## config.mk

```make
export PLATFORM = sky130hd
export DESIGN_NAME = load_store_unit
export DESIGN_NICKNAME = d
export VERILOG_FILES = /design/src/rtl/load_store_unit.sv
export SDC_FILE = /design/constraint.sdc
export NUM_CORES = 1
export LEC_CHECK = 0
export ABC_AREA = 1
export CAP_MARGIN = 20
export CELL_PAD_IN_SITES_DETAIL_PLACEMENT = 1
export CELL_PAD_IN_SITES_GLOBAL_PLACEMENT = 1
export CORE_UTILIZATION = 48
export DETAILED_ROUTE_END_ITERATION = 6
export DONT_BUFFER_PORTS = 1
export PLACE_DENSITY = 0.85
export SLEW_MARGIN = 15
export SYNTH_ARGS = -nofsm -noshare
export SYNTH_HDL_FRONTEND = slang
export SYNTH_SLANG_ARGS = --single-unit
export TNS_END_PERCENT = 10
```

## constraint.sdc

```tcl
create_clock -name clk -period 7.3 [get_ports clk]
set_input_delay 1.46 -clock clk [delete_from_list [all_inputs] [get_ports clk]]
set_output_delay 1.46 -clock clk [all_outputs]
set_load 0.02 [all_outputs]
```

## src/rtl/load_store_unit.sv

```systemverilog
// load_store_unit: CPU-side load/store sequencer driving a word-wide data memory port
module load_store_unit #(
  parameter int ADDR_W = 32
) (
  input  logic              clk,
  input  logic              rst,
  input  logic              req_valid,
  output logic              req_ready,
  input  logic              req_we,
  input  logic [1:0]        req_size,
  input  logic              req_unsigned,
  input  logic [ADDR_W-1:0] req_addr,
  input  logic [31:0]       req_wdata,
  output logic              resp_valid,
  output logic [31:0]       resp_rdata,
  output logic              resp_err,
  output logic              mem_read,
  output logic              mem_write,
  output logic [ADDR_W-1:0] address,
  output logic [31:0]       write_data,
  input  logic [31:0]       read_data
);
  typedef enum logic [1:0] {IDLE, READ, WRITE, RESP} state_t;
  state_t              state;
  logic                we;
  logic                uns;
  logic [1:0]          size;
  logic [ADDR_W-1:0]   addr;
  logic [31:0]         wdata;
  logic [31:0]         buffer;
  logic                misaligned;
  logic [4:0]          bsh;
  logic [4:0]          hsh;
  logic [7:0]          lane_b;
  logic [15:0]         lane_h;
  logic [31:0]         merged;
  logic [31:0]         load_data;
  assign req_ready  = state == IDLE;
  assign mem_read   = state == READ;
  assign mem_write  = state == WRITE;
  assign resp_valid = state == RESP;
  assign address    = {addr[ADDR_W-1:2], 2'b00};
  assign write_data = mem_write ? merged : 32'h0;
  assign bsh        = {addr[1:0], 3'b000};
  assign hsh        = {addr[1], 4'b0000};
  assign lane_b     = read_data[bsh +: 8];
  assign lane_h     = read_data[hsh +: 16];
  // Alignment of the incoming request decides whether memory is touched at all
  always_comb
    misaligned = req_size == 2'b01 ? req_addr[0] : req_size[1] ? |req_addr[1:0] : 1'b0;
  // Lane merge for sub-word stores over the word fetched in READ; word stores pass through
  always_comb
    merged = size == 2'b00 ? (buffer & ~(32'h0000_00FF << bsh)) | ({24'h0, wdata[7:0]} << bsh)
           : size == 2'b01 ? (buffer & ~(32'h0000_FFFF << hsh)) | ({16'h0, wdata[15:0]} << hsh)
           : wdata;
  // Lane extraction and extension taken straight off the memory bus during READ
  always_comb
    load_data = size == 2'b00 ? {{24{~uns & lane_b[7]}}, lane_b}
              : size == 2'b01 ? {{16{~uns & lane_h[15]}}, lane_h}
              : read_data;
  // Request sequencer: latch on accept, optional read, optional write, one-cycle response
  always_ff @(posedge clk or posedge rst)
    if (rst) begin
      state      <= IDLE;
      we         <= 1'b0;
      uns        <= 1'b0;
      size       <= 2'b00;
      addr       <= '0;
      wdata      <= 32'h0;
      buffer     <= 32'h0;
      resp_rdata <= 32'h0;
      resp_err   <= 1'b0;
    end else begin
      case (state)
        IDLE: if (req_valid) begin
          we         <= req_we;
          uns        <= req_unsigned;
          size       <= req_size;
          addr       <= req_addr;
          wdata      <= req_wdata;
          resp_rdata <= 32'h0;
          resp_err   <= misaligned;
          state      <= misaligned ? RESP : !req_we ? READ : req_size[1] ? WRITE : READ;
        end
        READ: begin
          buffer     <= read_data;
          resp_rdata <= we ? 32'h0 : load_data;
          state      <= we ? WRITE : RESP;
        end
        WRITE: state <= RESP;
        default: begin
          resp_rdata <= 32'h0;
          resp_err   <= 1'b0;
          state      <= IDLE;
        end
      endcase
    end
endmodule
```

After elaboration in Yosys (flattened, before gate mapping)

Cells that the tools add are included.

Reductions and logical operators: 7
Multiplexer cells: 18
Shifts and indexed selects: 6
Eq/ne operators: 6
Bitwise gates (word level): 11

Operators with widths:

| operator                                                             | number |
|---|---|
| 32-bit two-way mux                                                   | 7 |
| 32-bit case mux with 3 select lines                                  | 1 |
| 32-bit AND                                                           | 2 |
| 32-bit inverter                                                      | 2 |
| 32-bit bitwise OR                                                    | 2 |
| 32-bit by 6-bit indexed part select with 16-bit output               | 1 |
| 32-bit by 6-bit indexed part select with 8-bit output                | 1 |
| 16-bit by 5-bit left shift with 32-bit output                        | 1 |
| 16-bit by 5-bit left shift with 32-bit output (first input constant) | 1 |
| 8-bit by 5-bit left shift with 32-bit output                         | 1 |
| 8-bit by 5-bit left shift with 32-bit output (first input constant)  | 1 |
| 2-bit two-way mux                                                    | 4 |
| 2-bit by 1-bit == test with 1-bit output (second input constant)     | 3 |
| 2-bit case mux with 3 select lines                                   | 1 |
| 2-bit AND reduction                                                  | 3 |
| 2-bit == test (second input constant)                                | 2 |
| 2-bit logical NOT                                                    | 2 |
| 1-bit two-way mux                                                    | 4 |
| 2-bit OR reduction                                                   | 2 |
| 1-bit inverter                                                       | 3 |
| 1-bit AND                                                            | 2 |
| 2-bit inequality test (second input constant)                        | 1 |
| 1-bit case mux with 2 select lines                                   | 1 |

Input port bits: 103
Output and inout port bits: 101
Register bits: 135

Logic depth before layout (Yosys ltp)

Depth after elaboration: 7
Gate-level depth with buffers: 11

Least setup slack after synthesis

OpenSTA, ideal clock, no wires.

Kind: register -> output
From: register state[0]
To: output port write_data[17]
Arrival time: 1.663 ns
Required time: 5.840 ns
Cell stages (with the launch flop): 8
Buffers on the path: 1
Setup slack: 4.177 ns
Cell sequence: dfrtp_1 inv_1 ha_1 inv_1 clkbuf_1 a21oi_1 o21ai_0 a21oi_1

Cells in the longest elaborated chain, start to end: 2

Ends and longest elaborated chain:

| item                     | line | source |
|---|---|---|
| start: declaration       | 24   | `state_t state;` |
| start signal: assignment | 83   | `state <= misaligned ? RESP : !req_we ? READ : req_size[1] ? WRITE : READ;` |
| start signal: assignment | 88   | `state <= we ? WRITE : RESP;` |
| 2-bit == test            | 40   | `assign mem_write = state == WRITE;` |
| net mem_write            | 18   | `output logic mem_write,` |
| 32-bit two-way mux       | 43   | `assign write_data = mem_write ? merged : 32'h0;` |
| end: declaration         | 20   | `output logic [31:0] write_data,` |

The timed path passes the listed nets, and every way through them passes these cells.

Final worst setup path

From: register size[1]
To: output port write_data[17]

Cells in the longest elaborated chain, start to end: 4
Elaborated cells on any way between the ends: 5
Those cells by class: 1 x eq/ne; 3 x mux; 1 x reduce/logical

Ends and longest elaborated chain:

| item                                     | line | source |
|---|---|---|
| start: declaration                       | 27   | `logic [1:0] size;` |
| start signal: assignment                 | 78   | `size <= req_size;` |
| 2-bit by 1-bit == test with 1-bit output | 54   | `: size == 2'b01 ? (buffer & ~(32'h0000_FFFF << hsh)) \| ({16'h0, wdata[15:0]} << hsh)` |
| 32-bit two-way mux                       | 54   |  |
| 32-bit two-way mux (*)                   | 53   | `merged = size == 2'b00 ? (buffer & ~(32'h0000_00FF << bsh)) \| ({24'h0, wdata[7:0]} << bsh)` |
| 32-bit two-way mux (*)                   | 43   |  |

Every way passes the cells marked *; elsewhere a longest branch is shown, timed or not.

==> run metrics <==
worst slew pin tran=935.1 ps; Worst Skew=7.211 ps; CP Launch Type=register; register area share after synthesis=46.08%; post-synth top area cell=dfrtp_1; Hold Path Origin=wdata[24]$_DFFE_PP0P_; Crit Path Class=register to primary output; final hold vios=0; Yosys reg bits=135; first-pass GRT wire length=37260 µm; P_leak=3.927 nW; area growth from synthesis to layout=5.786%; area of the core=14700 µm²; internal power=2.087 mW; reg2reg start=state[1]$_DFFE_PP0N_; Comb pwr share=41.5%; gr usage total=31.10%; Yosys top cell area share=46.08%; drt first-iter violations=480; commonest non-fill, non-tap cell in the layout=nand2_1; Vias per Instance=5.662; Clock Tree Root=clkbuf_16; commonest cells after routing, fill and taps aside=nand2_1, o21ai_0, dfrtp_1; placer congestion estimate=0.8540; CP Capture Type=primary output; peak supply drop=0.2662 mV; Slew Viols, Final=0; worst skew pair latency=420 ps; fin nets=1073; CTS clk-pin slew, worst paths=60 ps; TritonCTS Buffers=17; Reg area=3378 µm²; R2R Setup Slk=4370 ps; clock power share=20.9%; Ports=204; WP data arrival=3030 ps; # diodes=0; mean routed wirelength per cell=20.41 µm; Filler cells=1867; routed wire length=23740 µm; HPWL Detailed=16720 µm; fraction of registers with async set/reset=100.0%; die area=15770 µm²; CP max FO=46; Max Root-Sink Buffers=2; DRC violations left=8; failing checks=DRC; status=complete, but fails checks; synthesized instance count=1025; multi-input logic area=3178 µm²; sw frac=50.33%; achievable frequency=0.2228 GHz; R2R depth=9; pin count of the biggest net entering global routing=79; Worst Hold Class=register to register; Worst Path Required=5840 ps; hold buffers post-CTS=0; row count=44; DR pass1 iterations=7; cts repair resizes=0; Syn Area/Cell=7.152 µm²; PortBufs=0; Die Y=125.6 µm; Die W=125.6 µm; DR vias=6585; pre-CTS setup slack=3133 ps; TritonCTS Sinks=135; TritonCTS clock tree=done; setup repair bufs after CTS=0; final number of setup-violating endpoints=0; total power=4.202 mW; Net Sw Power=2.115 mW; Post-DRT Antenna Nets=0; max cap viols=0; global route overflow=0; Final period util=61.49%; starting density of the core=49.87%; fraction of layout cells with a size suffix above 1=6.537%; r2r endpoint=resp_rdata[28]$_DFFE_PP0P_; Seq pwr share=37.7%; WHS Endpoint=wdata[24]$_DFFE_PP0P_; count of cell types in the netlist=28; number of global-route vias before repair=6631; Post-synth EDFFs=0; dominant synthesized flop cell=dfrtp_1; RSZ-0062 raised after global routing=no; Final min period=4489 ps; CTS H-Tree Depth=4; initial antenna violation count=0; total negative setup slack=0 ps; P per Cell Area=541.9 nW/µm²; YS warnings=0; hold depth=2; Final WS setup=2811 ps; Synth Cell Area=7331 µm²; synth top area cells=dfrtp_1, nand2_1, o21ai_0; Slew HR=37.51%
[synthesized netlist by cell type (2+ instances only)]
cell	count
a21oi_1	13
buf_2	18
buf_4	36
clkbuf_1	29
clkbuf_2	2
dfrtp_1	135
ha_1	4
inv_1	71
inv_2	2
inv_4	2
nand2_1	417
nand3_1	36
nand4_1	2
nor2_1	63
nor2_2	2
nor2_4	2
nor3_1	4
o211ai_1	10
o21ai_0	156
o21ai_2	10
o22ai_1	4
[worst max-delay path by stage]
stage                          from                   to  slack (ps)
2_1_floorplan                   rst  addr[0]$_DFFE_PP0P_        2230
3_3_place_gp   state[0]$_DFFE_PP0N_       write_data[22]        3320
3_5_place_dp   state[0]$_DFFE_PP0N_       write_data[17]        3130
4_1_cts        state[0]$_DFFE_PP0N_       write_data[17]        2630
5_1_grt         size[1]$_DFFE_PP0P_        write_data[7]        2520
6_report        size[1]$_DFFE_PP0P_       write_data[17]        2810
[worst max-delay path, cell delays in order, from the launching register on]
cell     delay (ps)
dfrtp_1         520
inv_4           310
nand2_1         330
nor2_4          810
nor2_1          220
o21ai_0         250
a21oi_1         150
[registers in the layout, indices dropped and copies added (netlist names)]
signal	flops
size	2
resp_rdata	32
uns	1
resp_err	1
addr	32
state	2
wdata	32
we	1
buffer	32
[per-layer routing]
layer / part of all wire [%] / wire length, µm / track usage [%]
met5: 0 / 0 / 0
met4: 3.4 / 806 / 14.06
met3: 6.4 / 1522 / 7.574
met2: 49 / 11540 / 49.97
met1: 42 / 9863 / 39.74
[power by group through the flow]
stage | Combinational (mW) | Sequential (mW) | Clock (mW)
floorplan | 1.57 | 1.36 | 0
global placement | 1.64 | 1.57 | 0
detailed placement | 1.70 | 1.58 | 0
CTS | 1.72 | 1.58 | 0.889
global route | 1.95 | 1.61 | 0.924
finish | 1.74 | 1.58 | 0.878
[metrics by stage]
stage | utilization, % | hold slack (ps) | instances | cell area, µm²
global route | 52.76 | 512.8 | 1163 | 7755
global placement | 48.46 | 472.5 | 1129 | 7123
finish | 52.76 | 492.8 | 1163 | 7755
detailed placement | 48.46 | 484.2 | 1129 | 7123
floorplan | - | 443.6 | 1026 | 7335
CTS | 52.55 | 493.3 | 1161 | 7725
[final cells by class]
| type | count | area share, % |
|---|---|---|
| inverter | 75 | 3.759 |
| tap | 184 | 2.969 |
| sequential | 135 | 43.56 |
| multi-input combinational | 729 | 40.98 |
| timing repair buffer | 8 | 0.9681 |
| clock inverter | 14 | 2.097 |
| clock buffer | 18 | 5.663 |
[logic make-up (layout without fill, tap and decap cells)]
family | count (synthesis) | in the layout | share of synthesized area (%)
buffers and inverters | 162 | 115 | 10.65
AND/OR/NAND/NOR | 529 | 529 | 28.33
AO/OA/AOI/OAI | 194 | 194 | 14.20
other | 1 | 2 | 0.05115
adder cells (fa/ha/maj) | 4 | 4 | 0.6827
flip-flops | 135 | 135 | 46.08
(Power assumes the default switching activity.)
